--- src/rtl/ffe_equalizer.sv ---
// 4-tap feed-forward equalizer: delay line, registered products, and a
// registered floor-shifted, saturated sum with a valid pulse two cycles after each load.
module ffe_equalizer #(
  parameter int width = 12,
  parameter int FRAC  = 6,
  parameter int C0    = 64,
  parameter int C1    = -16,
  parameter int C2    = 8,
  parameter int C3    = -4
) (
  input  logic                    clk,
  input  logic                    rst,
  input  logic signed [width-1:0] ffe_in_data,
  input  logic                    load_sig,
  output logic signed [width-1:0] ffe_out_data,
  output logic                    ffe_out_valid
);

  localparam int PW = 2 * width;
  localparam int SW = 2 * width + 2;

  // Coefficients widened to product width so the multiply is done in full precision.
  localparam logic signed [PW-1:0] coef [4] = '{PW'(C0), PW'(C1), PW'(C2), PW'(C3)};

  localparam logic signed [SW-1:0] sat_max = {{(SW-width+1){1'b0}}, {(width-1){1'b1}}};
  localparam logic signed [SW-1:0] sat_min = {{(SW-width+1){1'b1}}, {(width-1){1'b0}}};

  logic signed [width-1:0] x [4];
  logic signed [PW-1:0]    xe [4];
  logic signed [PW-1:0]    p [4];
  logic signed [SW-1:0]    sum;
  logic signed [SW-1:0]    shifted;
  logic signed [width-1:0] sat_data;
  logic                    load_d;
  logic                    prod_valid;

  always_ff @(posedge clk or negedge rst) begin
    if (!rst) begin
      for (int i = 0; i < 4; i++) x[i] <= '0;
    end else if (load_sig) begin
      x[0] <= ffe_in_data;
      for (int i = 1; i < 4; i++) x[i] <= x[i-1];
    end
  end

  genvar gi;
  generate
    for (gi = 0; gi < 4; gi++) begin : g_tap
      assign xe[gi] = {{width{x[gi][width-1]}}, x[gi]};

      always_ff @(posedge clk or negedge rst) begin
        if (!rst) p[gi] <= '0;
        else      p[gi] <= coef[gi] * xe[gi];
      end
    end
  endgenerate

  always_comb begin
    sum = '0;
    for (int i = 0; i < 4; i++) sum = sum + {{2{p[i][PW-1]}}, p[i]};
    shifted = sum >>> FRAC;
    sat_data = shifted[width-1:0];
    if (shifted > sat_max)      sat_data = {1'b0, {(width-1){1'b1}}};
    else if (shifted < sat_min) sat_data = {1'b1, {(width-1){1'b0}}};
  end

  // Valid follows load_sig through the same two register stages as the data.
  always_ff @(posedge clk or negedge rst) begin
    if (!rst) begin
      load_d        <= 1'b0;
      prod_valid    <= 1'b0;
      ffe_out_valid <= 1'b0;
      ffe_out_data  <= '0;
    end else begin
      load_d        <= load_sig;
      prod_valid    <= load_d;
      ffe_out_valid <= prod_valid;
      if (prod_valid) ffe_out_data <= sat_data;
    end
  end

endmodule

--- config.mk ---
export PLATFORM = sky130hd
export DESIGN_NAME = ffe_equalizer
export DESIGN_NICKNAME = d
export VERILOG_FILES = /design/src/rtl/ffe_equalizer.sv
export SDC_FILE = /design/constraint.sdc
export NUM_CORES = 1
export LEC_CHECK = 0
export ABC_AREA = 1
export ABC_CLOCK_PERIOD_IN_PS = 5200
export CAP_MARGIN = 10
export CORE_MARGIN = 2
export CORE_UTILIZATION = 29
export DETAILED_ROUTE_END_ITERATION = 10
export HOLD_SLACK_MARGIN = 0.02
export SLEW_MARGIN = 10
export SYNTH_ARGS = -nofsm -noshare
export SYNTH_HDL_FRONTEND = slang
export SYNTH_SLANG_ARGS = --single-unit
--- constraint.sdc ---
create_clock -name clk -period 5.2 [get_ports clk]
set_input_delay 0.52 -clock clk [delete_from_list [all_inputs] [get_ports clk]]
set_output_delay 0.52 -clock clk [all_outputs]
set_load 0.05 [all_outputs]
; Word level (Yosys, flattened, before mapping)
; Index checks and enable logic that the tools add are counted.
[word_totals]
inputBits = 15
ff_bits = 129
output_inout_bits = 13
[op_classes]
n_addsub = 5
magnitude_cmp = 2
muxes = 2
[op_table]
columns = cell, n
row1 = $add 25x15->26, 1
row2 = $add 26x26->26, 1
row3 = $add 18x24->25, 1
row4 = $mux 12, 2
row5 = $neg 12->22, 1
row6 = $gt 20x12->1 const B, 1
row7 = $lt 20x12->1 const B, 1
row8 = $neg 12->20, 1

; Logic depth before layout (Yosys ltp)
[logic_depth]
ltp_word = 6
ltp_mapped = 24
ltp_nobuf = 23

; Least setup slack after synthesis
; No wires, ideal clock.
[synth_path]
path_type = reg-to-reg
startpoint = register p[38] (netlist name)
endpoint = register ffe_out_data[1]
t_arrival_ns = 3.352
setup_ns = 0.122
path_stages_with_launch = 18
n_path_buf = 1
synth_period_minus_slack_ns = 3.473
path_slack_ns = 1.727
cell_sequence = dfrtp_1 -> inv_1 -> fa_1 -> fa_1 -> inv_1 -> ha_1 -> nand2_2 -> inv_2 -> nand2_1 -> nand2_1 -> a21oi_4 -> nand2_4 -> nand2_1 -> nand3_2 -> xnor2_2 -> a21oi_4 -> buf_8 -> a21oi_2
[synth_via]
elab_chain_cells = 5
word_cells_on_any_way = 6
classes_between = add/sub: 2 / order compare: 2 / mux: 2
[synth_lines]
columns = item, line
row1 = $add 25x15->26 *, 60  ; for (int i = 0; i < 4; i++) sum = sum + {{2{p[i][PW-1]}}, p[i]};
row2 = $add 26x26->26 *, 60
row3 = $lt 20x12->1, 64  ; else if (shifted < sat_min) sat_data = {1'b1, {(width-1){1'b0}}};
row4 = $mux 12, 64
row5 = $mux 12 *, 63  ; if (shifted > sat_max) sat_data = {1'b0, {(width-1){1'b1}}};
row6 = "end signal, assigned", 78  ; if (prod_valid) ffe_out_data <= sat_data;
row7 = "end, declared", 15  ; output logic signed [width-1:0] ffe_out_data,
; Mark *: on every way between the ends. The rest lies on a longest branch, timed or not.
; A chain may end at the register's enable or synchronous reset.

; Worst setup path after layout
[layout_path]
startpoint = register p[38] (netlist name)
endpoint = register ffe_out_data[0]
[layout_via]
elab_chain_cells = 5
word_cells_on_any_way = 6
classes_between = add/sub: 2 / order compare: 2 / mux: 2
[layout_lines]
columns = item, line
row1 = $add 25x15->26 *, 60
row2 = $add 26x26->26 *, 60
row3 = $lt 20x12->1, 64
row4 = $mux 12, 64
row5 = $mux 12 *, 63
; Marked as above.

==> results.txt <==
- The synthesized netlist occupies a cell area of about 7200 um2.
- In this run the deepest clock path goes through 2 buffers.
- The worst setup path is captured at a flop.
- Entering global routing, the biggest net connects 88 pins.
- Horizontal die dimension: 162 um
- Summed over all cells, the static leakage comes to approximately 4.3 nW.
- Source-to-sink clock delay at the later pin of the worst-skew pair: 0.42 ns
* Maximum level of the CTS H-tree: 4
* Number of antenna diodes: 0
- Clock tree synthesis found a total of around 130 sinks.
- The worst-case IR drop observed on VDD is 223 uV.
* Setup-violating endpoint count in the final report: 0
* Simple-gate area share of the yosys netlist: 0.182
* Class of the most critical hold timing path: in2async
- Reported net switching power: around 2.7 mW
- In this run, CTS created clock tree buffers numbering 17.
- Share of the synthesized area in compound gates (AO/OA/AOI/OAI): 0.0603
* Startpoint class of the critical path: flop
- The completed layout was analyzed and its total power is 5.87 mW.
* Post-synthesis instance total: 792
* Count of max-cap constraint violations: 0
- Once the clock tree was built, the resizer swapped 0 gates to a different size.
- The worst register-to-register path begins at p[38]$_DFF_PN0_.
- The final-report max-slew violation count is 0.
- At the worst endpoint, the arrival time is 4.27 ns.
* Number of design-rule violations left by the first detailed-router iteration: roughly 320
- Fraction of synthesized area in multiplexers: 0.0156
- The first global-routing pass estimated 23300 um of wire.
* Number of synthesized flops with an enable pin: 0
- The floorplan step defined a die boundary enclosing 26200 um2.
- Total half-perimeter wirelength after legalization and detailed placement: approximately 10000 um
- In this run, synthesis produced a sequential element count of ~130.
- For this configuration, the core starts out at a cell density of 0.296.
* GR Util All Layers: 0.110
- Once detail routing completed, the nets flagged for antenna violations numbered 0.
- Worst setup path startpoint: p[38]$_DFF_PN0_
* Most used flip-flop cell after synthesis: dfrtp_1
* Synth unique cells: 32
- Of the total synthesized cell area, the portion taken by full adders, half adders and majority gates is 0.149.
* Number of fill cells: 2518
* Port bufs: 27
- Status: finished clean
- At the end of routability-driven placement, the weighted congestion stood at 0.826.
- Relative to the synthesized area, the layout overhead comes to 17.4%.
- Min Clock Period, post-route: ~4 ns
- For flop-to-flop paths, the worst setup slack is 1.21 ns.
- Sequential fraction of design power: 0.214
- Crit path to: ffe_out_data[0]$_DFFE_PN0P_
- TritonCTS clock tree: yes
- In this run the critical register-to-register path is captured at ffe_out_data[0]$_DFFE_PN0P_.
- Static timing analysis puts the maximum clock frequency at 251 MHz.
- The worst setup path is of the reg2reg kind.
- Buffers inserted by post-CTS timing repair: 0
* Initial antenna violation count: 0
* Via count of the first global-routing pass: 4899
- After floorplanning, the core was sized to cover between 20000 and 25000 um2.
- Of the total power, the share spent switching nets is 0.459.
* Wire length per cell after detailed routing: around 11 um
* Final-layout worst hold slack: about 0.28 ns
- Period utilization: 0.768
- Final routed DRC violation total: 0
- Post-synth net total: about 870
- Count of TritonRoute iterations in the first routing pass: 4
- Of the cells placed in the final design, the portion with a size suffix greater than 1 is 0.132.
- The count of final hold-check violations was 0.
* Wire length reported by the detailed router: 13300 um
- Final TNS setup: 0 ns
- Main combinational cell family by area after synthesis: simple AND/OR/NAND/NOR gates
- For this run, the register share of the synthesized area comes to 0.444.
- At the pin with the least slew margin, the transition time is 0.979 ns.
* Clock network fraction of total power: 0.222
- The detailed router placed 4720 vias in this run.
- Average vias per placed instance: slightly above 4
* Yosys warns: 0
- Summed over all layers, the global routing overflow is 0.
- Nets: about 900
- The die is 162 um tall.
- Clock transition at the register clock pins on the worst setup and hold paths after CTS: 0.06 ns
* Synth Area in XOR/XNOR: 0.0411
* Clock Skews: between 0.01 and 0.015 ns
* Number of buffers inserted by hold repair at cts: 0
- Headroom to the max-slew limit came out at 0.348.
- 28 I/O pins were placed.
- Along the worst path, the maximum fanout reaches 11.
- For this run, asynchronously set or reset flops after synthesis account for 1.00.
- The internal portion of the total power is 3.18 mW.
* Power per standard cell area: approximately 690 nW/um2
- Setup repair after global routing left no endpoint under its margin.
- Count of standard-cell rows: 57
- Root Buffer Master: clkbuf_16
- Worst reg2reg path depth: 17
- The share of total power dissipated in combinational logic is 0.563.
* Mean area per synthesized cell: between 9 and 10 um2
- Data on the critical path is required at its endpoint by around 5.5 ns.
[cells in the mapped netlist, types with 2 or more instances]
master / n / share of area
o21ai_0: 28 / 0.019
nand2_1: 145 / 0.075
nand3_2: 6 / 0.0083
xor2_1: 28 / 0.034
nand4_1: 3 / 0.0026
a21oi_2: 10 / 0.012
nand2_2: 21 / 0.018
a21oi_1: 35 / 0.024
mux2_2: 10 / 0.016
a21oi_4: 2 / 0.0045
fa_1: 40 / 0.11
inv_2: 7 / 0.0036
clkbuf_1: 8 / 0.0042
ha_1: 22 / 0.038
nand2_4: 3 / 0.0047
nor2_1: 54 / 0.028
nor3_1: 8 / 0.0055
nand3_1: 26 / 0.018
dfrtp_1: 128 / 0.44
inv_1: 180 / 0.094
buf_1: 3 / 0.0016
nor3_2: 6 / 0.0083
nor2_2: 6 / 0.0052
nor3_4: 2 / 0.0045
xnor2_1: 4 / 0.0049
[worst max-delay path, stage by stage, from the launching register on]
cell     delay, ns
dfrtp_1       0.35
inv_1         0.42
fa_1          0.54
fa_1          0.51
inv_1         0.04
ha_1          0.39
nand2_2       0.18
inv_2         0.06
nand2_2       0.09
inv_1         0.05
a21oi_1       0.25
nand3_1       0.11
nand2_1       0.08
nand2_1       0.06
nor2_2        0.08
nand3_1       0.13
a21oi_4       0.40
a21oi_1       0.11
[logic make-up after synthesis]
kind of cell,after synthesis
simple gates,283
buf+inv,201
flops,128
compound gates,75
fa+ha+maj,62
xor+xnor,33
mux,10
[metal layers]
layer,track usage,part of all wire,up-vias
met1,0.158,0.53,2197
met3,0.0245,0.034,15
met2,0.166,0.42,69
met5,0,0,-
li1,-,-,2439
met4,0.0362,0.014,0
[worst min path at each step]
stage | endpoint | cells after the start | slack [ns]
after floorplan | ffe_out_data[0]$_DFFE_PN0P_ | 0 | 0.22
after global placement | p[87]$_DFF_PN0_ | 0 | 0.36
after detailed placement | p[82]$_DFF_PN0_ | 0 | 0.36
after CTS | x[17]$_DFFE_PN0P_ | 1 | 0.31
after global routing | x[36]$_DFFE_PN0P_ | 1 | 0.36
final | x[36]$_DFFE_PN0P_ | 1 | 0.28
[cell usage in the layout (no fill, tap or decap), types with 3 or more instances in the layout]
| cell | n |
|---|---|
| nor3_2 | 6 |
| bufinv_16 | 4 |
| clkinvlp_4 | 4 |
| ha_1 | 22 |
| dfrtp_1 | 128 |
| nor3_1 | 8 |
| inv_1 | 180 |
| nor2_2 | 6 |
| clkdlybuf4s50_1 | 25 |
| inv_2 | 7 |
| nand3_2 | 6 |
| xnor2_1 | 4 |
| a21oi_1 | 35 |
| nand3_1 | 26 |
| mux2_2 | 10 |
| a21oi_2 | 10 |
| nand4_1 | 3 |
| nand2_2 | 21 |
| nor2_1 | 54 |
| buf_4 | 3 |
| fa_1 | 40 |
| o21ai_0 | 28 |
| clkbuf_16 | 17 |
| xor2_1 | 28 |
| nand2_1 | 145 |
| nand2_4 | 3 |
[flip-flops by register name, summed over array words and instances, names as in the netlist]
name / cells
ffe_out_data: 12
ffe_out_valid: 1
load_d: 1
p: 65
prod_valid: 1
x: 48
[power groups by stage]
stage	registers [mW]	clock network [mW]	logic, mW
2_1_floorplan	1.40	0	2.61
3_3_place_gp	1.27	0	3.32
3_5_place_dp	1.28	0	3.34
4_1_cts	1.26	1.33	3.36
5_1_grt	1.28	1.37	3.80
6_report	1.26	1.30	3.31
[stage by stage]
stage / util / setup slack, ns / instances / area, um2
finish: 0.347 / 1.21 / 1163 / 8480
floorplan: - / 1.73 / 792 / 7220
global route: 0.347 / 0.852 / 1163 / 8480
detailed placement: 0.321 / 1.16 / 1131 / 7820
global placement: 0.321 / 1.20 / 1131 / 7820
CTS: 0.347 / 1.15 / 1163 / 8480
[layout make-up]
cell class	count	area, um2	share of cell area
Multi-Input combinational cell	463	3240	0.382
Timing Repair Buffer	29	278	0.0328
Tap cell	324	405	0.0478
Inverter	187	702	0.0828
Clock buffer	19	453	0.0534
Sequential cell	128	3200	0.378
Clock inverter	13	199	0.0235
Power figures use the tool's default switching activity.
